==> src/rtl/pipeline_exec_ctrl_if.sv <==
// Debug-command / pipeline-control bundle for pipeline_exec_ctrl.
// master = debug command decoder + IF halt source, slave = execution controller.
interface pipeline_exec_ctrl_if #(
    parameter int unsigned CYCLE_CNT_SIZE = 32
) ();
    logic                      i_cmd_valid;
    logic [1:0]                i_cmd;
    logic                      o_cmd_ready;
    logic                      i_halt;
    logic                      o_start;
    logic                      o_enable;
    logic                      o_busy;
    logic                      o_done;
    logic                      o_timeout;
    logic [CYCLE_CNT_SIZE-1:0] o_cycle_count;

    modport master (
        output i_cmd_valid, i_cmd, i_halt,
        input  o_cmd_ready, o_start, o_enable, o_busy, o_done, o_timeout, o_cycle_count
    );

    modport slave (
        input  i_cmd_valid, i_cmd, i_halt,
        output o_cmd_ready, o_start, o_enable, o_busy, o_done, o_timeout, o_cycle_count
    );
endinterface

==> src/rtl/pipeline_exec_ctrl.sv <==
// Debug-driven execution sequencer: RUN/STEP/STOP/CLEAR -> PC start pulse and pipeline enable,
// drains in-flight instructions after halt, counts enabled cycles. Optional EXEC_CTRL_WATCHDOG_EN.
module pipeline_exec_ctrl #(
    parameter int unsigned CYCLE_CNT_SIZE  = 32,
    parameter int unsigned DRAIN_CYCLES    = 4,
    parameter int unsigned WATCHDOG_CYCLES = 65535
) (
    input  logic                 i_clk,
    input  logic                 i_reset,
    pipeline_exec_ctrl_if.slave  bus
);
    localparam int unsigned DRAIN_W = 4;
    localparam logic [DRAIN_W-1:0] DRAIN_LOAD = DRAIN_W'(DRAIN_CYCLES - 1);

    localparam logic [1:0] CMD_RUN   = 2'b00;
    localparam logic [1:0] CMD_STEP  = 2'b01;
    localparam logic [1:0] CMD_STOP  = 2'b10;
    localparam logic [1:0] CMD_CLEAR = 2'b11;

    typedef enum logic [2:0] {
        S_IDLE, S_START, S_PAUSE, S_STEP_EXEC, S_RUN, S_DRAIN, S_DONE
    } state_t;

    if (DRAIN_CYCLES == 0 || DRAIN_CYCLES > 15 || WATCHDOG_CYCLES == 0) begin : g_param_check
        $error("pipeline_exec_ctrl: DRAIN_CYCLES must be 1..15 and WATCHDOG_CYCLES >= 1");
    end

    state_t                    state_q, state_d;
    logic                      mode_run_q, mode_run_d;
    logic [DRAIN_W-1:0]        drain_q, drain_d;
    logic [CYCLE_CNT_SIZE-1:0] count_q, count_d;
    logic                      start_q, enable_q, done_q, ready_q, busy_q;
    logic                      cmd_acc_c;
    logic                      clr_c;
    logic                      wd_hit_c;

    assign cmd_acc_c = bus.i_cmd_valid & ready_q;

`ifdef EXEC_CTRL_WATCHDOG_EN
    localparam int unsigned WD_W = $clog2(WATCHDOG_CYCLES + 1);

    logic [WD_W-1:0] wd_q, wd_d;
    logic            timeout_q, timeout_d;

    // Hit means the current enabled cycle is the WATCHDOG_CYCLES-th since START.
    assign wd_hit_c = (wd_q == WD_W'(WATCHDOG_CYCLES - 1));

    always_comb begin
        wd_d      = wd_q;
        timeout_d = timeout_q;
        if (state_q == S_START) begin
            wd_d = '0;
        end else if (enable_q && (wd_q != '1)) begin
            wd_d = wd_q + WD_W'(1);
        end
        if (clr_c) begin
            timeout_d = 1'b0;
        end
        if (wd_hit_c && !bus.i_halt && ((state_q == S_RUN) || (state_q == S_STEP_EXEC))) begin
            timeout_d = 1'b1;
        end
    end

    always_ff @(posedge i_clk or posedge i_reset) begin
        if (i_reset) begin
            wd_q      <= '0;
            timeout_q <= 1'b0;
        end else begin
            wd_q      <= wd_d;
            timeout_q <= timeout_d;
        end
    end

    assign bus.o_timeout = timeout_q;
`else
    assign wd_hit_c      = 1'b0;
    assign bus.o_timeout = 1'b0;
`endif

    // Next-state logic; halt (or watchdog) in RUN wins over a simultaneous STOP.
    always_comb begin
        state_d    = state_q;
        mode_run_d = mode_run_q;
        drain_d    = drain_q;
        clr_c      = 1'b0;
        unique case (state_q)
            S_IDLE: begin
                if (cmd_acc_c) begin
                    unique case (bus.i_cmd)
                        CMD_RUN:   begin state_d = S_START; mode_run_d = 1'b1; clr_c = 1'b1; end
                        CMD_STEP:  begin state_d = S_START; mode_run_d = 1'b0; clr_c = 1'b1; end
                        CMD_CLEAR: clr_c = 1'b1;
                        default:   ;
                    endcase
                end
            end
            S_START: state_d = mode_run_q ? S_RUN : S_PAUSE;
            S_PAUSE: begin
                if (cmd_acc_c) begin
                    unique case (bus.i_cmd)
                        CMD_STEP:  state_d = S_STEP_EXEC;
                        CMD_RUN:   state_d = S_RUN;
                        CMD_CLEAR: begin state_d = S_IDLE; clr_c = 1'b1; end
                        default:   ;
                    endcase
                end
            end
            S_STEP_EXEC: begin
                if (bus.i_halt || wd_hit_c) begin
                    state_d = S_DRAIN;
                    drain_d = DRAIN_LOAD;
                end else begin
                    state_d = S_PAUSE;
                end
            end
            S_RUN: begin
                if (bus.i_halt || wd_hit_c) begin
                    state_d = S_DRAIN;
                    drain_d = DRAIN_LOAD;
                end else if (cmd_acc_c && (bus.i_cmd == CMD_STOP)) begin
                    state_d = S_PAUSE;
                end
            end
            S_DRAIN: begin
                if (drain_q == '0) begin
                    state_d = S_DONE;
                end else begin
                    drain_d = drain_q - DRAIN_W'(1);
                end
            end
            S_DONE:  state_d = S_IDLE;
            default: state_d = S_IDLE;
        endcase
    end

    // Saturating count of enabled cycles.
    always_comb begin
        count_d = count_q;
        if (clr_c) begin
            count_d = '0;
        end else if (enable_q && (count_q != '1)) begin
            count_d = count_q + CYCLE_CNT_SIZE'(1);
        end
    end

    // State register with outputs registered from the next state.
    always_ff @(posedge i_clk or posedge i_reset) begin
        if (i_reset) begin
            state_q    <= S_IDLE;
            mode_run_q <= 1'b0;
            drain_q    <= '0;
            count_q    <= '0;
            start_q    <= 1'b0;
            enable_q   <= 1'b0;
            done_q     <= 1'b0;
            ready_q    <= 1'b1;
            busy_q     <= 1'b0;
        end else begin
            state_q    <= state_d;
            mode_run_q <= mode_run_d;
            drain_q    <= drain_d;
            count_q    <= count_d;
            start_q    <= (state_d == S_START);
            enable_q   <= (state_d == S_RUN) || (state_d == S_STEP_EXEC) || (state_d == S_DRAIN);
            done_q     <= (state_d == S_DONE);
            ready_q    <= (state_d == S_IDLE) || (state_d == S_PAUSE) || (state_d == S_RUN);
            busy_q     <= (state_d != S_IDLE);
        end
    end

    assign bus.o_start       = start_q;
    assign bus.o_enable      = enable_q;
    assign bus.o_done        = done_q;
    assign bus.o_cmd_ready   = ready_q;
    assign bus.o_busy        = busy_q;
    assign bus.o_cycle_count = count_q;
endmodule

==> src/flat_wrapper.sv <==
// flat-port wrapper written by rule: the top's interface ports become plain ports
module pipeline_exec_ctrl_flat 
#(
    parameter int unsigned CYCLE_CNT_SIZE  = 32,
    parameter int unsigned DRAIN_CYCLES    = 4,
    parameter int unsigned WATCHDOG_CYCLES = 65535
)
  (i_clk, i_reset, bus_i_cmd_valid, bus_i_cmd, bus_i_halt, bus_o_cmd_ready, bus_o_start, bus_o_enable, bus_o_busy, bus_o_done, bus_o_timeout, bus_o_cycle_count);
  pipeline_exec_ctrl_if #(.CYCLE_CNT_SIZE(CYCLE_CNT_SIZE)) bus_i ();
  input  logic i_clk;
  input  logic i_reset;
  input wire logic [$bits(bus_i.i_cmd_valid)-1:0] bus_i_cmd_valid;
  input wire logic [$bits(bus_i.i_cmd)-1:0] bus_i_cmd;
  input wire logic [$bits(bus_i.i_halt)-1:0] bus_i_halt;
  output wire logic [$bits(bus_i.o_cmd_ready)-1:0] bus_o_cmd_ready;
  output wire logic [$bits(bus_i.o_start)-1:0] bus_o_start;
  output wire logic [$bits(bus_i.o_enable)-1:0] bus_o_enable;
  output wire logic [$bits(bus_i.o_busy)-1:0] bus_o_busy;
  output wire logic [$bits(bus_i.o_done)-1:0] bus_o_done;
  output wire logic [$bits(bus_i.o_timeout)-1:0] bus_o_timeout;
  output wire logic [$bits(bus_i.o_cycle_count)-1:0] bus_o_cycle_count;
  assign bus_i.i_cmd_valid = bus_i_cmd_valid;
  assign bus_i.i_cmd = bus_i_cmd;
  assign bus_i.i_halt = bus_i_halt;
  assign bus_o_cmd_ready = bus_i.o_cmd_ready;
  assign bus_o_start = bus_i.o_start;
  assign bus_o_enable = bus_i.o_enable;
  assign bus_o_busy = bus_i.o_busy;
  assign bus_o_done = bus_i.o_done;
  assign bus_o_timeout = bus_i.o_timeout;
  assign bus_o_cycle_count = bus_i.o_cycle_count;
  pipeline_exec_ctrl #(.CYCLE_CNT_SIZE(CYCLE_CNT_SIZE), .DRAIN_CYCLES(DRAIN_CYCLES), .WATCHDOG_CYCLES(WATCHDOG_CYCLES)) u_core (.i_clk(i_clk), .i_reset(i_reset), .bus(bus_i));
endmodule
==> config.mk <==
export PLATFORM = sky130hd
export DESIGN_NAME = pipeline_exec_ctrl_flat
export DESIGN_NICKNAME = d
export VERILOG_FILES = /design/src/rtl/pipeline_exec_ctrl_if.sv /design/src/rtl/pipeline_exec_ctrl.sv /design/src/flat_wrapper.sv
export SDC_FILE = /design/constraint.sdc
export NUM_CORES = 1
export LEC_CHECK = 0
export BUFFER_PORTS_ARGS = -buffer_cell sky130_fd_sc_hd__buf_2
export CAP_MARGIN = 20
export CORE_MARGIN = 1
export CORE_UTILIZATION = 45
export DETAILED_ROUTE_END_ITERATION = 10
export GPL_TIMING_DRIVEN = 0
export PLACE_DENSITY = 0.72
export SLEW_MARGIN = 20
export SYNTH_ARGS = -nofsm -noshare
export SYNTH_HDL_FRONTEND = slang
export SYNTH_SLANG_ARGS = --single-unit
==> constraint.sdc <==
create_clock -name i_clk -period 2.45 [get_ports i_clk]
set_clock_uncertainty 0.2 [all_clocks]
set_input_delay 0.49 -clock i_clk [delete_from_list [all_inputs] [get_ports i_clk]]
set_output_delay 0.49 -clock i_clk [all_outputs]
set_load 0.01 [all_outputs]
[Word level (Yosys, flattened, before mapping)]
Cells that the tools add are included.
Storage, ports and cells
  flip-flop bits (word level): 45
  input port bits: 6
  output and inout bits: 38
Operators by class
  add/subtract/negate cells: 2
  equal/unequal tests: 17
  muxes and demuxes: 21
  bitwise logic cells: 1
  reductions and logical operators: 19
Operators with widths (count)
  two-way mux 32 bit: 2
  adder 32 x 1 -> 32 bit, second input constant: 1
  inequality test 32 bit, second input constant: 1
  two-way mux 3 bit: 8
  case mux 3 bit (6 select lines): 1
  equality test 3 bit, second input constant: 5
  equality test 3 x 2 -> 1 bit, second input constant: 4
  case mux 3 bit (3 select lines): 1
  two-way mux 4 bit: 2
  case mux 4 bit (2 select lines): 1
  equality test 3 x 1 -> 1 bit, second input constant: 2
  logical NOT 3 bit: 2
  AND reduction 3 bit: 2
  nonzero test 2 bit: 3
  equality test 2 bit, second input constant: 2
  logical NOT 4 bit: 1
  logical OR 1 bit: 4
  two-way mux 1 bit: 4
  case mux 1 bit (2 select lines): 2
  OR reduction 2 bit: 2
  subtractor 4 x 1 -> 4 bit, second input constant: 1
  nonzero test 3 bit: 1
  OR reduction 3 bit: 1
  equality test 2 x 1 -> 1 bit, second input constant: 1
  5 further kinds: 6

[Depth between registers and ports, before layout]
  depth in word-level cells: 8
  depth in mapped cells: 9
  depth with buffers taken out: 7

[Worst setup path before layout]
OpenSTA, ideal clock, no wires.
  kind: register -> register
  start point: register u_core.count_q[11] (netlist: u_core.bus.o_cycle_count[11])
  end point: register u_core.count_q[7] (netlist: u_core.bus.o_cycle_count[7])
  setup time: 136 ps
  arrival: 1976 ps
  data required time: 2114 ps
  slack: 138 ps
  stages on the path, launching flop included: 10
  period minus slack after synthesis: 2312 ps
  cell sequence: dfrtp_1 > and4_1 > buf_2 > and3_1 > buf_2 > a31o_2 > buf_6 > buf_2 > o311ai_1 > o41ai_1
Between the ends
  longest elaborated chain between the ends: 3
RTL lines
  start, declared: line pipeline_exec_ctrl.sv:31  | logic [CYCLE_CNT_SIZE-1:0] count_q, count_d;
  start signal, assigned: line pipeline_exec_ctrl.sv:162  | count_q <= count_d;
  inequality test 32 bit: line pipeline_exec_ctrl.sv:141  | end else if (enable_q && (count_q != '1)) begin
  logical AND 1 bit: line pipeline_exec_ctrl.sv:141
  nonzero test 2 bit (no line)
Every way passes these cells.
A chain may end at the register's enable or synchronous reset.

[Worst setup path in the final report]
Same ends and word-level chain as after synthesis.

==> key figures <==
Global route
  • GRT Resource Usage Total: 22.3%
  • Grt total ovfl: 0
  • Antenna violations before repair: 0
  • Pin count of the biggest net entering global routing: 28
  • Number of global-route vias before repair: 2,194
  • First-pass GRT wire length: 10.5 mm

Power and ir drop
  • Combinational power share: 33.5%
  • Switching share of total power: 37.9%
  • Design Power: 0.00224 W
  • Pwr/cell area: 722 mW/mm2
  • Static Leakage: 1.38 nW
  • Clock group share of total power: 21.0%
  • Maximum VDD drop: 0.550 mV
  • Internal power: 0.00139 W
  • P_sw: 0.000848 W
  • Sequential share of power: 45.5%

Timing
  • Tmin final: 2.39 ns
  • Final hold violation count: 0
  • Max Clock Freq: 418 MHz
  • Worst-Margin Slew: 0.681 ns
  • RSZ-0062 raised after global routing: yes
  • Slew margin rel.: 54.5%
  • Max Slew Vio Count: 0
  • Tcrit/Tclk final: 97.6%
  • Final setup fails: 0

Clock network
  • H-tree level count: 2
  • Clock Sinks: 45
  • CTS Root Cell: clkbuf_8
  • Max clock buf depth: 2
  • Clock latency on the worst-skew pair: 0.30 ns
  • Clk slew on worst S/H paths: 0.09 ns
  • CTS buffer count: 5
  • TritonCTS clock tree: built

Run
  • Max-cap viol count: 0

Critical path
  • WP depth: 9
  • CP Launch Point: u_core.bus.o_cycle_count[11]
  • R2R Path Start: u_core.bus.o_cycle_count[11]
  • Worst setup endpoint: u_core.bus.o_cycle_count[7]
  • Startpoint types: register
  • Setup CP Type: register to register
  • Crit path buf inv count: 4
  • Slowest-stage cell, CP: dfrtp_2
  • Crit path DAT: 2.36 ns
  • Crit-path max FO: 10
  • Worst setup EP type: register
  • CP Cell Sequence: and4_1, buf_2, and3_1, buf_2, a31o_4, buf_6, buf_4, o311ai_2, o41ai_1
  • R2R depth: 9
  • Reg2reg setup slack: 0.06 ns
  • Required time of the worst setup path: 2.42 ns
  • Worst R2R End: u_core.bus.o_cycle_count[7]
  • Biggest cell delay along the critical path: 0.41 ns
  • Most frequent cell on the critical path: buf_2
  • CP top delay family: compound AO/OA/AOI/OAI gates

Synth
  • Commonest cells post-synth: dfrtp_1 (44), nor2_1 (19), a21oi_1 (18), nand2_1 (18)
  • Flops & latches, synth: 45
  • Avg Cell Area, Syn: 9.27 um2
  • YS warnings: 0
  • Sequential fraction of the synthesis area: 44.7%
  • Synth cell types: 53
  • Top FF cell, synth: dfrtp_1
  • Count leader, synth: dfrtp_1
  • Share of the synthesized area in the top cell type: 43.7%
  • Largest cells by area after synthesis: dfrtp_1 (44%), xnor2_1 (3.8%), a21oi_1 (3.6%)
  • Syn nets: 281
  • Post-synth ARST share: 100%
  • Synth area leader: dfrtp_1
  • Syn Inst Count: 272
  • Synthesized cell area: 0.00252 mm2
  • Number of synthesized flops with an enable pin: 0

Floorplan
  • Std cell rows: 26
  • Die Span Y: 76.9 um
  • Core area: 0.00524 mm2
  • Starting Density: 48.2%
  • Number of I/O pins: 44
  • Total Die Area: 0.00591 mm2
  • Chip width: 76.9 um

Routing
  • Wire per inst: 15.7 um
  • DRC errors left: 0
  • Via count: 2,363
  • First DRT Iteration DRCs: 150
  • DRT Wirelength: 6.31 mm
  • Drt first pass iters: 4
  • Vias per cell: 5.89
  • ANT nets after route: 0

Finish
  • FF/Latch Area: 0.00113 mm2
  • Area Growth Syn to Fin: 22.9%
  • Fraction of layout cells with a size suffix above 1: 28.4%
  • N_diodes: 0
  • Final Non-Filler Cells: 401
  • Multi-input logic area: 0.00137 mm2
  • Core Util, Final: 59.2%
  • Fillers: 480
  • Final nets: 340

Outcome
  • Status: finished clean

Place
  • DPL Wire Length: 4.34 mm
  • IO Port Bufs: 42
  • Post-Place Cells: 385
  • Final estimated routing congestion in global placement: 0.864

Worst hold path
  • Min-Delay Path Depth: 2
  • Hold crit path type: primary input to register
-- area by class of cell --
cell class	count	area share, %
multi-input combinational	201	44.1
sequential	45	36.6
timing repair buffer	54	10.2
tap	70	2.82
clock buffer	7	2.78
buffer	15	2.46
inverter	9	1.09
-- layer usage --
layer	global-route usage, %	wire length, um
met5	0	0
met3	3.81	228
met2	37.1	3040
met4	6.73	80
met1	29.7	2960
-- power by group through the flow --
stage          clock (W)  combinational (W)  sequential [W]
2_1_floorplan          0           0.000441         0.00102
3_3_place_gp           0           0.000662         0.00102
3_5_place_dp           0           0.000688         0.00102
4_1_cts         0.000482           0.000715         0.00101
5_1_grt         0.000516           0.000833         0.00104
6_report        0.000470           0.000750         0.00102
-- per-stage QoR --
| step | worst slack (ns) | cell area [um2] | hold WS [ns] | TNS, ns |
|---|---|---|---|---|
| after floorplan | 0.138 | 2520 | 0.315 | 0 |
| after global placement | -0.318 | 2820 | 0.311 | -7.55 |
| after detailed placement | -0.351 | 2840 | 0.319 | -8.67 |
| after CTS | 0.00746 | 3000 | 0.231 | 0 |
| after global routing | -0.0423 | 3100 | 0.241 | -0.0674 |
| final | 0.0594 | 3100 | 0.244 | 0 |
-- state kept, by name (all words and copies together), names as in the netlist --
signal and flops:
u_core.bus.o_enable 1, u_core.drain_q 4, u_core.bus.o_cmd_ready 1, u_core.state_q 3, u_core.bus.o_busy 1, u_core.bus.o_done 1, u_core.mode_run_q 1, u_core.bus.o_cycle_count 32
u_core.bus.o_start 1
-- kinds of logic after synthesis --
family | after synthesis | share of synthesized area (%)
XOR/XNOR | 13 | 4.51
AO/OA/AOI/OAI | 66 | 17.5
adder cells (fa/ha/maj) | 3 | 1.49
multiplexers | 2 | 0.794
buffers and inverters | 26 | 4.51
AND/OR/NAND/NOR | 116 | 26.3
flip-flops | 45 | 44.7
other | 1 | 0.149
-- layout by cell type (no fill, tap or decap), drive strengths merged, types with 2 or more instances in the layout --
master   count
ha           3
a211oi       5
dfrtp       44
and4         5
buf         60
a21oi       18
a211o        2
o211ai       2
nor2        19
a2111oi      3
a21boi       2
or3b         2
inv          9
or2          2
nor2b        3
nand2b       3
nand4        8
or3          8
xnor2       11
o31ai        7
xor2         2
nand3       16
mux2i        2
nand2       18
nor3         5
o21ai       15
a31oi        2
nor3b        2
clkbuf      15
nor4         6
or4         11
and3         5
nand3b       2
-- worst register-to-register path: cells and delay by family (launching register included) --
family	cells	cell delay [ns]
compound gates	3	0.66
buf+inv	4	0.64
flops	1	0.41
simple gates	2	0.35
-- worst min path at each step --
| stage | start | end | slack [ns] |
|---|---|---|---|
| floorplan | u_core.drain_q[0] | u_core.drain_q[0] | 0.31 |
| global placement | u_core.bus.o_cycle_count[23] | u_core.bus.o_cycle_count[23] | 0.31 |
| detailed placement | i_reset | u_core.bus.o_cycle_count[26] | 0.32 |
| CTS | bus_i_cmd[0] | u_core.mode_run_q | 0.23 |
| global route | bus_i_cmd[0] | u_core.mode_run_q | 0.24 |
| finish | bus_i_cmd[0] | u_core.mode_run_q | 0.24 |
-- repair_timing --
| item | in CTS | in global routing |
|---|---|---|
| gates resized for setup | 11 | 12 |
| hold buffers | 1 | 0 |
| setup buffers | 2 | 8 |
| endpoints found under the setup margin | 31 | 23 |
| endpoints found under the hold margin | 18 | 0 |
| pin swaps | 0 | 1 |
| cloned | 0 | 0 |
Power figures use the tool's default switching activity.
